==> config.mk <==
export PLATFORM = sky130hd
export DESIGN_NAME = axil_ctrl_arbiter
export DESIGN_NICKNAME = d
export VERILOG_FILES = /design/src/rtl/axil_arb_pkg.sv /design/src/rtl/axil_arb_rr.sv /design/src/rtl/axil_ctrl_arbiter.sv
export SDC_FILE = /design/constraint.sdc
export NUM_CORES = 1
export LEC_CHECK = 0
export ABC_CLOCK_PERIOD_IN_PS = 3060
export BUFFER_PORTS_ARGS = -buffer_cell sky130_fd_sc_hd__clkbuf_2
export CORE_AREA = 2 2 187 189
export CTS_CLUSTER_DIAMETER = 200
export DETAILED_ROUTE_END_ITERATION = 8
export DIE_AREA = 0 0 189 191
export HOLD_SLACK_MARGIN = 0.1
export SLEW_MARGIN = 15
export SYNTH_ARGS = -nofsm -noshare
export SYNTH_HDL_FRONTEND = slang
export SYNTH_HIERARCHICAL = 1
export SYNTH_SLANG_ARGS = --single-unit
==> constraint.sdc <==
create_clock -name shell_axi_clk -period 3.06 [get_ports shell_axi_clk]
set_clock_uncertainty 0.05 [all_clocks]
set_input_delay 0.153 -clock shell_axi_clk [delete_from_list [all_inputs] [get_ports shell_axi_clk]]
set_output_delay 0.153 -clock shell_axi_clk [all_outputs]
set_load 0.05 [all_outputs]
==> src/rtl/axil_arb_pkg.sv <==
// Shared types and constants for the two-requester AXI4-Lite control arbiter.
package axil_arb_pkg;

  typedef enum logic [2:0] {
    IDLE    = 3'd0,
    WR_REQ  = 3'd1,
    WR_RESP = 3'd2,
    RD_REQ  = 3'd3,
    RD_RESP = 3'd4,
    RESP    = 3'd5
  } arb_state_e;

  localparam logic [1:0]  RESP_OKAY     = 2'b00;
  localparam logic [1:0]  RESP_SLVERR   = 2'b10;
  localparam logic [31:0] TIMEOUT_RDATA = 32'hDEADBEEF;

endpackage

==> src/rtl/axil_arb_rr.sv <==
// Two-way round-robin selector; the pointer names the port favoured on a tie.
module axil_arb_rr (
  input  logic       clk,
  input  logic       srst,
  input  logic [1:0] req_i,
  input  logic       done_i,
  input  logic       served_i,
  output logic       gnt_valid_o,
  output logic       gnt_id_o
);

  logic prio_q;

  always_comb begin
    gnt_valid_o = |req_i;
    if (req_i == 2'b11) begin
      gnt_id_o = prio_q;
    end else begin
      gnt_id_o = req_i[1];
    end
  end

  // After a completed transaction the other port gets the tie-break.
  always_ff @(posedge clk) begin
    if (srst) begin
      prio_q <= 1'b0;
    end else if (done_i) begin
      prio_q <= ~served_i;
    end
  end

endmodule

==> src/rtl/axil_ctrl_arbiter.sv <==
// Funnels two AXI4-Lite requesters onto one control master, one transaction at a time,
// with a per-transaction watchdog that answers SLVERR if the downstream slave stalls.
module axil_ctrl_arbiter
  import axil_arb_pkg::*;
#(
  parameter int ADDR_W         = 32,
  parameter int TIMEOUT_CYCLES = 1024
) (
  input  logic              shell_axi_clk,
  input  logic              shell_rst,
  input  logic [ADDR_W-1:0] s0_axil_awaddr,
  input  logic [2:0]        s0_axil_awprot,
  input  logic              s0_axil_awvalid,
  output logic              s0_axil_awready,
  input  logic [31:0]       s0_axil_wdata,
  input  logic [3:0]        s0_axil_wstrb,
  input  logic              s0_axil_wvalid,
  output logic              s0_axil_wready,
  output logic [1:0]        s0_axil_bresp,
  output logic              s0_axil_bvalid,
  input  logic              s0_axil_bready,
  input  logic [ADDR_W-1:0] s0_axil_araddr,
  input  logic [2:0]        s0_axil_arprot,
  input  logic              s0_axil_arvalid,
  output logic              s0_axil_arready,
  output logic [31:0]       s0_axil_rdata,
  output logic [1:0]        s0_axil_rresp,
  output logic              s0_axil_rvalid,
  input  logic              s0_axil_rready,
  input  logic [ADDR_W-1:0] s1_axil_awaddr,
  input  logic [2:0]        s1_axil_awprot,
  input  logic              s1_axil_awvalid,
  output logic              s1_axil_awready,
  input  logic [31:0]       s1_axil_wdata,
  input  logic [3:0]        s1_axil_wstrb,
  input  logic              s1_axil_wvalid,
  output logic              s1_axil_wready,
  output logic [1:0]        s1_axil_bresp,
  output logic              s1_axil_bvalid,
  input  logic              s1_axil_bready,
  input  logic [ADDR_W-1:0] s1_axil_araddr,
  input  logic [2:0]        s1_axil_arprot,
  input  logic              s1_axil_arvalid,
  output logic              s1_axil_arready,
  output logic [31:0]       s1_axil_rdata,
  output logic [1:0]        s1_axil_rresp,
  output logic              s1_axil_rvalid,
  input  logic              s1_axil_rready,
  output logic [ADDR_W-1:0] m_axil_awaddr,
  output logic [2:0]        m_axil_awprot,
  output logic              m_axil_awvalid,
  input  logic              m_axil_awready,
  output logic [31:0]       m_axil_wdata,
  output logic [3:0]        m_axil_wstrb,
  output logic              m_axil_wvalid,
  input  logic              m_axil_wready,
  input  logic [1:0]        m_axil_bresp,
  input  logic              m_axil_bvalid,
  output logic              m_axil_bready,
  output logic [ADDR_W-1:0] m_axil_araddr,
  output logic [2:0]        m_axil_arprot,
  output logic              m_axil_arvalid,
  input  logic              m_axil_arready,
  input  logic [31:0]       m_axil_rdata,
  input  logic [1:0]        m_axil_rresp,
  input  logic              m_axil_rvalid,
  output logic              m_axil_rready,
  output logic              busy,
  output logic              grant_id,
  output logic [15:0]       timeout_count
);

  localparam logic [15:0] TMO_LOAD = 16'(TIMEOUT_CYCLES);

  arb_state_e        state_q, state_d;
  logic              grant_q, grant_d;
  logic              is_wr_q, is_wr_d;
  logic [ADDR_W-1:0] addr_q, addr_d;
  logic [2:0]        prot_q, prot_d;
  logic [31:0]       data_q, data_d;
  logic [3:0]        strb_q, strb_d;
  logic [1:0]        resp_q, resp_d;
  logic              awv_q, awv_d;
  logic              wv_q, wv_d;
  logic              arv_q, arv_d;
  logic [15:0]       tmo_q, tmo_d;
  logic [15:0]       tcnt_q, tcnt_d;
  logic              tmo_fire;

  logic [1:0]        req_wr;
  logic [1:0]        req_rd;
  logic              win_valid;
  logic              win_id;
  logic              wr_sel;
  logic              accept;
  logic              accept_wr;
  logic              accept_rd;
  logic [ADDR_W-1:0] sel_addr;
  logic [2:0]        sel_prot;
  logic [31:0]       sel_wdata;
  logic [3:0]        sel_wstrb;
  logic              s_ready_sel;
  logic              rr_done;
  logic              tmo_last;

  assign req_wr = {s1_axil_awvalid & s1_axil_wvalid, s0_axil_awvalid & s0_axil_wvalid};
  assign req_rd = {s1_axil_arvalid, s0_axil_arvalid};

  axil_arb_rr u_rr (
    .clk         (shell_axi_clk),
    .srst        (shell_rst),
    .req_i       (req_wr | req_rd),
    .done_i      (rr_done),
    .served_i    (grant_q),
    .gnt_valid_o (win_valid),
    .gnt_id_o    (win_id)
  );

  // Readies are gated by reset so no handshake can complete while the core is held.
  assign wr_sel    = req_wr[win_id];
  assign accept    = (state_q == IDLE) && win_valid && !shell_rst;
  assign accept_wr = accept && wr_sel;
  assign accept_rd = accept && !wr_sel;

  assign s0_axil_awready = accept_wr && !win_id;
  assign s0_axil_wready  = accept_wr && !win_id;
  assign s0_axil_arready = accept_rd && !win_id;
  assign s1_axil_awready = accept_wr && win_id;
  assign s1_axil_wready  = accept_wr && win_id;
  assign s1_axil_arready = accept_rd && win_id;

  assign sel_addr  = win_id ? (wr_sel ? s1_axil_awaddr : s1_axil_araddr)
                            : (wr_sel ? s0_axil_awaddr : s0_axil_araddr);
  assign sel_prot  = win_id ? (wr_sel ? s1_axil_awprot : s1_axil_arprot)
                            : (wr_sel ? s0_axil_awprot : s0_axil_arprot);
  assign sel_wdata = win_id ? s1_axil_wdata : s0_axil_wdata;
  assign sel_wstrb = win_id ? s1_axil_wstrb : s0_axil_wstrb;

  assign s_ready_sel = grant_q ? (is_wr_q ? s1_axil_bready : s1_axil_rready)
                               : (is_wr_q ? s0_axil_bready : s0_axil_rready);
  assign rr_done  = (state_q == RESP) && s_ready_sel;
  assign tmo_last = (tmo_q == 16'd1);

  always_comb begin
    state_d  = state_q;
    grant_d  = grant_q;
    is_wr_d  = is_wr_q;
    addr_d   = addr_q;
    prot_d   = prot_q;
    data_d   = data_q;
    strb_d   = strb_q;
    resp_d   = resp_q;
    awv_d    = awv_q;
    wv_d     = wv_q;
    arv_d    = arv_q;
    tmo_d    = tmo_q;
    tcnt_d   = tcnt_q;
    tmo_fire = 1'b0;
    unique case (state_q)
      IDLE: begin
        if (accept) begin
          grant_d = win_id;
          is_wr_d = wr_sel;
          addr_d  = sel_addr;
          prot_d  = sel_prot;
          resp_d  = RESP_OKAY;
          tmo_d   = TMO_LOAD;
          if (wr_sel) begin
            data_d  = sel_wdata;
            strb_d  = sel_wstrb;
            awv_d   = 1'b1;
            wv_d    = 1'b1;
            state_d = WR_REQ;
          end else begin
            arv_d   = 1'b1;
            state_d = RD_REQ;
          end
        end
      end
      WR_REQ: begin
        tmo_d = tmo_q - 16'd1;
        if (m_axil_awready) awv_d = 1'b0;
        if (m_axil_wready)  wv_d  = 1'b0;
        if ((!awv_q || m_axil_awready) && (!wv_q || m_axil_wready)) begin
          state_d = WR_RESP;
        end else if (tmo_last) begin
          tmo_fire = 1'b1;
        end
      end
      WR_RESP: begin
        tmo_d = tmo_q - 16'd1;
        if (m_axil_bvalid) begin
          resp_d  = m_axil_bresp;
          state_d = RESP;
        end else if (tmo_last) begin
          tmo_fire = 1'b1;
        end
      end
      RD_REQ: begin
        tmo_d = tmo_q - 16'd1;
        if (m_axil_arready) begin
          arv_d   = 1'b0;
          state_d = RD_RESP;
        end else if (tmo_last) begin
          tmo_fire = 1'b1;
        end
      end
      RD_RESP: begin
        tmo_d = tmo_q - 16'd1;
        if (m_axil_rvalid) begin
          data_d  = m_axil_rdata;
          resp_d  = m_axil_rresp;
          state_d = RESP;
        end else if (tmo_last) begin
          tmo_fire = 1'b1;
        end
      end
      RESP: begin
        if (s_ready_sel) state_d = IDLE;
      end
      default: state_d = IDLE;
    endcase
    // A late downstream response after this is swallowed by the IDLE readies.
    if (tmo_fire) begin
      awv_d   = 1'b0;
      wv_d    = 1'b0;
      arv_d   = 1'b0;
      resp_d  = RESP_SLVERR;
      if (!is_wr_q) data_d = TIMEOUT_RDATA;
      if (tcnt_q != 16'hFFFF) tcnt_d = tcnt_q + 16'd1;
      state_d = RESP;
    end
  end

  always_ff @(posedge shell_axi_clk) begin
    if (shell_rst) begin
      state_q <= IDLE;
      grant_q <= 1'b0;
      is_wr_q <= 1'b0;
      addr_q  <= '0;
      prot_q  <= '0;
      data_q  <= '0;
      strb_q  <= '0;
      resp_q  <= RESP_OKAY;
      awv_q   <= 1'b0;
      wv_q    <= 1'b0;
      arv_q   <= 1'b0;
      tmo_q   <= '0;
      tcnt_q  <= '0;
    end else begin
      state_q <= state_d;
      grant_q <= grant_d;
      is_wr_q <= is_wr_d;
      addr_q  <= addr_d;
      prot_q  <= prot_d;
      data_q  <= data_d;
      strb_q  <= strb_d;
      resp_q  <= resp_d;
      awv_q   <= awv_d;
      wv_q    <= wv_d;
      arv_q   <= arv_d;
      tmo_q   <= tmo_d;
      tcnt_q  <= tcnt_d;
    end
  end

  assign m_axil_awaddr  = addr_q;
  assign m_axil_awprot  = prot_q;
  assign m_axil_awvalid = awv_q;
  assign m_axil_wdata   = data_q;
  assign m_axil_wstrb   = strb_q;
  assign m_axil_wvalid  = wv_q;
  assign m_axil_araddr  = addr_q;
  assign m_axil_arprot  = prot_q;
  assign m_axil_arvalid = arv_q;
  assign m_axil_bready  = (state_q == IDLE) || (state_q == WR_RESP);
  assign m_axil_rready  = (state_q == IDLE) || (state_q == RD_RESP);

  assign s0_axil_bvalid = (state_q == RESP) && is_wr_q && !grant_q;
  assign s0_axil_rvalid = (state_q == RESP) && !is_wr_q && !grant_q;
  assign s1_axil_bvalid = (state_q == RESP) && is_wr_q && grant_q;
  assign s1_axil_rvalid = (state_q == RESP) && !is_wr_q && grant_q;
  assign s0_axil_bresp  = resp_q;
  assign s0_axil_rresp  = resp_q;
  assign s0_axil_rdata  = data_q;
  assign s1_axil_bresp  = resp_q;
  assign s1_axil_rresp  = resp_q;
  assign s1_axil_rdata  = data_q;

  assign busy          = (state_q != IDLE);
  assign grant_id      = grant_q;
  assign timeout_count = tcnt_q;

endmodule
# After elaboration in Yosys (flattened, before gate mapping)
# Index checks and enable logic that the tools add are counted.
word_totals:
  register_bits: 114
  output_inout_bits: 211
  elab_cells: 147
  inputBits: 265
classes:
  bitwise_logic: 4
  muxes: 52
  n_lt_le_gt_ge: 1
  eq_ne: 24
  n_reduce_logical: 48
  n_addsub: 2
ops:
  columns: ["cell", "count"]
  rows:
  - ["2-to-1 mux 32 bit", 9]
  - ["one-hot mux 32 bit (2 select lines)", 1]
  - ["one-hot mux 16 bit (2 select lines)", 1]
  - ["2-to-1 mux 3 bit", 10]
  - ["inequality test 2 bit, second input constant", 10]
  - ["AND reduction 4 bit", 5]
  - ["2-to-1 mux 1 bit", 18]
  - ["inequality test 3 bit, second input constant", 6]
  - ["one-hot mux 3 bit (6 select lines)", 1]
  - ["adder 16 x 1 -> 16 bit, second input constant", 1]
  - ["== test 16 x 1 -> 1 bit, second input constant", 1]
  - ["logical AND 1 bit", 16]
  - ["2-to-1 mux 16 bit", 1]
  - ["inequality test 16 bit, second input constant", 1]
  - ["subtractor 16 x 1 -> 16 bit, second input constant", 1]
  - ["AND reduction 6 bit", 2]
  - ["2-to-1 mux 2 bit", 5]
  - ["logical NOT 1 bit", 7]
  - ["== test 3 x 2 -> 1 bit, second input constant", 2]
  - ["== test 3 bit, second input constant", 2]
  - ["one-hot mux 1 bit (2 select lines)", 3]
  - ["one-hot mux 2 bit (3 select lines)", 1]
  - ["AND reduction 2 bit", 3]
  - ["nonzero test 2 bit", 3]
  - ["other kinds (15)", 21]

# Depth between registers and ports, before layout
logic_depth:
  depth_word: 11
  mapped_depth: 10
  ltp_nobuf: 8

# By module
# The synthesis kept the hierarchy.
modules_own_cells:
  columns: ["mod", "area_each_um2", "n_inst", "cells_per_inst", "seq_area_each_um2"]
  rows:
  - ["axil_ctrl_arbiter", 7096.8, 1, 839, 2262.2]
  - ["axil_arb_rr", 48.8, 1, 6, 20.0]

# Worst setup path before layout
# Ideal clock, no wire load.
synth_timing:
  path_kind: "input to output"
  start: "input s1_axil_awvalid"
  end: "output s0_axil_wready"
  stages: 10
  t_required_ns: 2.857
  path_slack_ns: 0.247
  n_path_buf: 3
  arrival_ns: 2.610
  cell_sequence: "nand2_1 -> nand2b_1 -> a21boi_0 -> clkbuf_1 -> nand3_1 -> nand2_1 -> nand2_1 -> clkbuf_1 -> nor2_1 -> buf_4"
synth_between:
  elab_chain_cells: 8
  word_cells_on_any_way: 12
  cone_classes: "eq/ne: 1; mux: 3; bitwise: 2; reduce/logical: 6"
synth_lines:
  columns: ["item", "line_no", "rtl"]
  rows:
  - ["from (decl)", "axil_ctrl_arbiter.sv:32", "input logic s1_axil_awvalid,"]
  - ["AND 1 bit *", "axil_ctrl_arbiter.sv:106", "assign req_wr = {s1_axil_awvalid & s1_axil_wvalid, s0_axil_awvalid & s0_axil_wvalid};"]
  - ["bitwise OR 2 bit *", "axil_ctrl_arbiter.sv:112", ".req_i (req_wr | req_rd),"]
  - ["== test 2 bit", "axil_arb_rr.sv:16", "if (req_i == 2'b11) begin"]
  - ["2-to-1 mux 1 bit *", "axil_arb_rr.sv:16", null]
  - ["named net win_id", "axil_ctrl_arbiter.sv:93", "logic win_id;"]
  - ["2-to-1 mux 1 bit (implied by the code) (2 in series)", "axil_ctrl_arbiter.sv:120", "assign wr_sel = req_wr[win_id];"]
  - ["logical AND 1 bit", "axil_ctrl_arbiter.sv:122", "assign accept_wr = accept && wr_sel;"]
  - ["logical AND 1 bit *", null, null]
  - ["to (decl)", "axil_ctrl_arbiter.sv:18", "output logic s0_axil_wready,"]
# The timed path passes the listed nets; every way through them passes the cells marked *. The select of a mux whose other input is x is not followed.

# Final worst setup path
layout_timing:
  start: "register state_q[1]"
  end: "register data_q[24] (netlist: m_axil_wdata[24])"
layout_between:
  elab_chain_cells: 7
  word_cells_on_any_way: 12
  cone_classes: "eq/ne: 4; mux: 5; reduce/logical: 3"
layout_lines:
  columns: ["item", "line_no", "rtl"]
  rows:
  - ["from (decl)", "axil_ctrl_arbiter.sv:75", "arb_state_e state_q, state_d;"]
  - ["from (signal assigned)", "axil_ctrl_arbiter.sv:251", "state_q <= state_d;"]
  - ["logical NOT 3 bit", "axil_ctrl_arbiter.sv:121, axil_ctrl_arbiter.sv:159", null]
  - ["logical AND 1 bit (2 in series)", "axil_ctrl_arbiter.sv:121", "assign accept = (state_q == IDLE) && win_valid && !shell_rst;"]
  - ["2-to-1 mux 32 bit", "axil_ctrl_arbiter.sv:161", "if (accept) begin"]
  - ["one-hot mux 32 bit (2 select lines)", "axil_ctrl_arbiter.sv:159", "unique case (state_q)"]
  - ["2-to-1 mux 32 bit", "axil_ctrl_arbiter.sv:229", "if (!is_wr_q) data_d = TIMEOUT_RDATA;"]
  - ["2-to-1 mux 32 bit *", "axil_ctrl_arbiter.sv:224", "if (tmo_fire) begin"]
  - ["to (signal assigned)", "axil_ctrl_arbiter.sv:256", "data_q <= data_d;"]
  - ["to (decl)", "axil_ctrl_arbiter.sv:80", "logic [31:0] data_q, data_d;"]
# Every way passes the cells marked *; elsewhere a longest branch is shown, timed or not.
# A chain may end at the register's enable or synchronous reset.

==> flow_summary.json <==
{
  "worst_pin_slew_ps": 1200,
  "hp-class": "input pin to flip-flop",
  "synth-edff-count": 0,
  "maxSlewViolCount": 0,
  "criticalPathCategory": "flip-flop to flip-flop",
  "post_drt_wl_per_cell_um": 18.9,
  "place_inst": 1633,
  "ys.warnings.count": 6,
  "drc": 0,
  "power_density_mw_per_mm2": 929,
  "area_growth_syn_to_layout_pct": 61.8,
  "fmax_mhz": 348,
  "crit_path_start_kind": "flip-flop",
  "dieWidth_um": 189,
  "die-area_sq_mm": 0.0361,
  "synth_top_flop_cell": "dfxtp_1",
  "cts_tree": "built",
  "antenna_found_initial": 1,
  "cp_slowest_cell": "or4_4",
  "finalSetupViolCount": 0,
  "power_switching_w": 0.00576,
  "setup_tns_ps": 0,
  "p_leak_nw": 5.21,
  "syn_inst": 845,
  "first_global_vias": 8579,
  "core-area_sq_mm": 0.0341,
  "first_iter_violations": 520,
  "cts_buffers": 17,
  "vdd_ir_drop_max_mv": 0.599,
  "r2r_end": "m_axil_wdata[24]",
  "crit_start": "state_q[1]",
  "drive_gt1_frac": 0.424,
  "r2r_start": "state_q[1]",
  "cts_root_buf": "clkbuf_16",
  "slowest_delay_ps": 630,
  "initial_core_util": 0.209,
  "place_congestion": 0.837,
  "p_clk_frac": 0.197,
  "cts_buffer_depth": 2,
  "rows": 68,
  "syn_area_sq_mm": 0.00715,
  "async_flop_share": 0,
  "htree_levels": 4,
  "fin_cells": 1826,
  "hpwl_um": 24700,
  "cp_max_fo": 37,
  "switching_share": 0.536,
  "min_period_over_period": 0.939,
  "viasPerCell": 4.78,
  "p_seq_frac": 0.228,
  "required_ps": 3350,
  "grt-ovfl-total": 0,
  "slew_headroom": 0.201,
  "dp_slack_ps": 543,
  "intPower_w": 0.00498,
  "synth.avg_cell_area_sq_um": 8.46,
  "timing.final.crit_period_ps": 2870,
  "hold_slack_ps": 123,
  "firstDrtPassIters": 5,
  "r2r_setup_slack_ps": 190,
  "end_kind": "flip-flop",
  "rsz0062_at_grt": "false",
  "die_h_um": 191,
  "dr_total_vias": 8727,
  "drt_wl_total_um": 34500,
  "reg2reg_depth": 7,
  "comb_power_share": 0.576,
  "grt_pass1_wl_um": 49300,
  "final_antenna_net_count": 0,
  "hold_start": "s0_axil_wdata[20]",
  "clkLatencyLatePin_ps": 430,
  "final_common_cell": "clkbuf_2",
  "drv_cap": 0,
  "cp-endpoint": "m_axil_wdata[24]",
  "status": "complete, no violations",
  "synth_fp_nets": 1113,
  "setup_ws_ps": 187,
  "nNetsFinal": 1625,
  "clk_pin_slew_ps": 60,
  "worstPathCellList": "or4_4, or2_4, a21oi_4, buf_12, o211ai_1, dlygate4sd3_1, a311oi_1",
  "cp.arrival_ps": 3160,
  "synth_cell_types": 61,
  "grt_max_degree": 62,
  "nFillCells": 3524,
  "final-hold-violation-count": 0,
  "ys_seq_area_frac": 0.319,
  "cts_sinks": 114,
  "grtUsageTotal": 0.180,
  "ys_seq_elements": 114,
  "io_buffers": 475,
  "final_cell_mix": "471 x clkbuf_2, 157 x dlygate4sd3_1, 114 x dfxtp_1, 63 x nand2_1, 52 x o221ai_1",
  "ios": 476
}
-- stage by stage --
stage	total power (W)	util	cell area [sq um]
final	0.0107	0.339	11600
after global routing	0.0113	0.339	11600
after floorplan	0.00724	-	7150
after detailed placement	0.00826	0.274	9350
after CTS	0.0107	0.338	11500
after global placement	0.00822	0.274	9350
-- cell usage after synthesis (24+ instances only) --
master    instances  share of area
o22ai_1          37          0.032
clkbuf_1         50          0.026
nor2_1           37          0.019
dfxtp_1         114           0.32
o221ai_1         52          0.064
a21oi_1          37          0.026
mux2_2           27          0.043
mux2i_1          33          0.046
nand2_1          64          0.034
o21ai_0          46          0.032
a22oi_1          24          0.025
buf_4           107           0.11
-- per-layer routing --
metal  global-route usage  share of wire  routed length, um  vias to the layer above
met5                    0              0                  0                        -
li1                     -              -                  -                     4087
met1                0.213           0.41              14000                     4157
met3               0.0549          0.080               2760                       43
met2                0.313           0.50              17100                      440
met4               0.0556          0.018                624                        0
-- worst min path at each step --
stage / endpoint / slack [ps] / cells after the start
3_5_place_dp: m_axil_wvalid / 350 / 2
4_1_cts: m_axil_wdata[17] / 100 / 4
6_report: m_axil_wdata[20] / 120 / 3
3_3_place_gp: m_axil_wvalid / 350 / 2
2_1_floorplan: u_rr/prio_q / 180 / 1
5_1_grt: m_axil_wdata[4] / 110 / 3
-- registers in the layout, indices dropped and copies added (netlist names) --
| name | count |
|---|---|
| u_rr/prio_q | 1 |
| m_axil_wdata | 32 |
| state_q | 3 |
| m_axil_wstrb | 4 |
| m_axil_awvalid | 1 |
| tmo_q | 16 |
| m_axil_arprot | 3 |
| is_wr_q | 1 |
| m_axil_araddr | 32 |
| m_axil_arvalid | 1 |
| m_axil_wvalid | 1 |
| timeout_count | 16 |
| s0_axil_bresp | 2 |
| grant_id | 1 |
-- logic make-up after synthesis --
logic type                 share of synthesized area
AOI/OAI and AO/OA                              0.254
muxes                                         0.0919
and+or+nand+nor                                0.155
buffers and inverters                          0.160
xor gates and xnor gates                      0.0147
adders and majority gates                    0.00525
DFF                                            0.319
-- power groups by stage --
stage	combinational, W	sequential [W]	clock, W
final	0.00618	0.00244	0.00211
after global routing	0.00653	0.00251	0.00223
after CTS	0.00614	0.00242	0.00217
after detailed placement	0.00581	0.00244	0
after global placement	0.00581	0.00242	0
after floorplan	0.00389	0.00334	0
-- what timing repair did --
| action | in CTS | in global routing |
|---|---|---|
| buffers inserted | 0 | 2 |
| hold endpoints to repair | 70 | 0 |
| hold buffers | 157 | 0 |
| gates resized for setup | 0 | 2 |
| setup endpoints to repair | 0 | 24 |
-- area by class of cell --
cell class | instances | area, sq um | area share
Antenna cell | 1 | 2.50 | 0.000216
Clock buffer | 23 | 478 | 0.0414
Clock inverter | 9 | 129 | 0.0111
Inverter | 9 | 33.8 | 0.00292
Multi-Input combinational cell | 551 | 3790 | 0.328
Sequential cell | 114 | 2280 | 0.197
Tap cell | 455 | 569 | 0.0493
Timing Repair Buffer | 664 | 4280 | 0.370
-- critical path, delay by kind of cell, from the launching register on --
family          cells  cell delay [ps]
simple gates        2              920
buf+inv             2              810
compound gates      3              510
flops               1              450
Power figures use the tool's default switching activity.
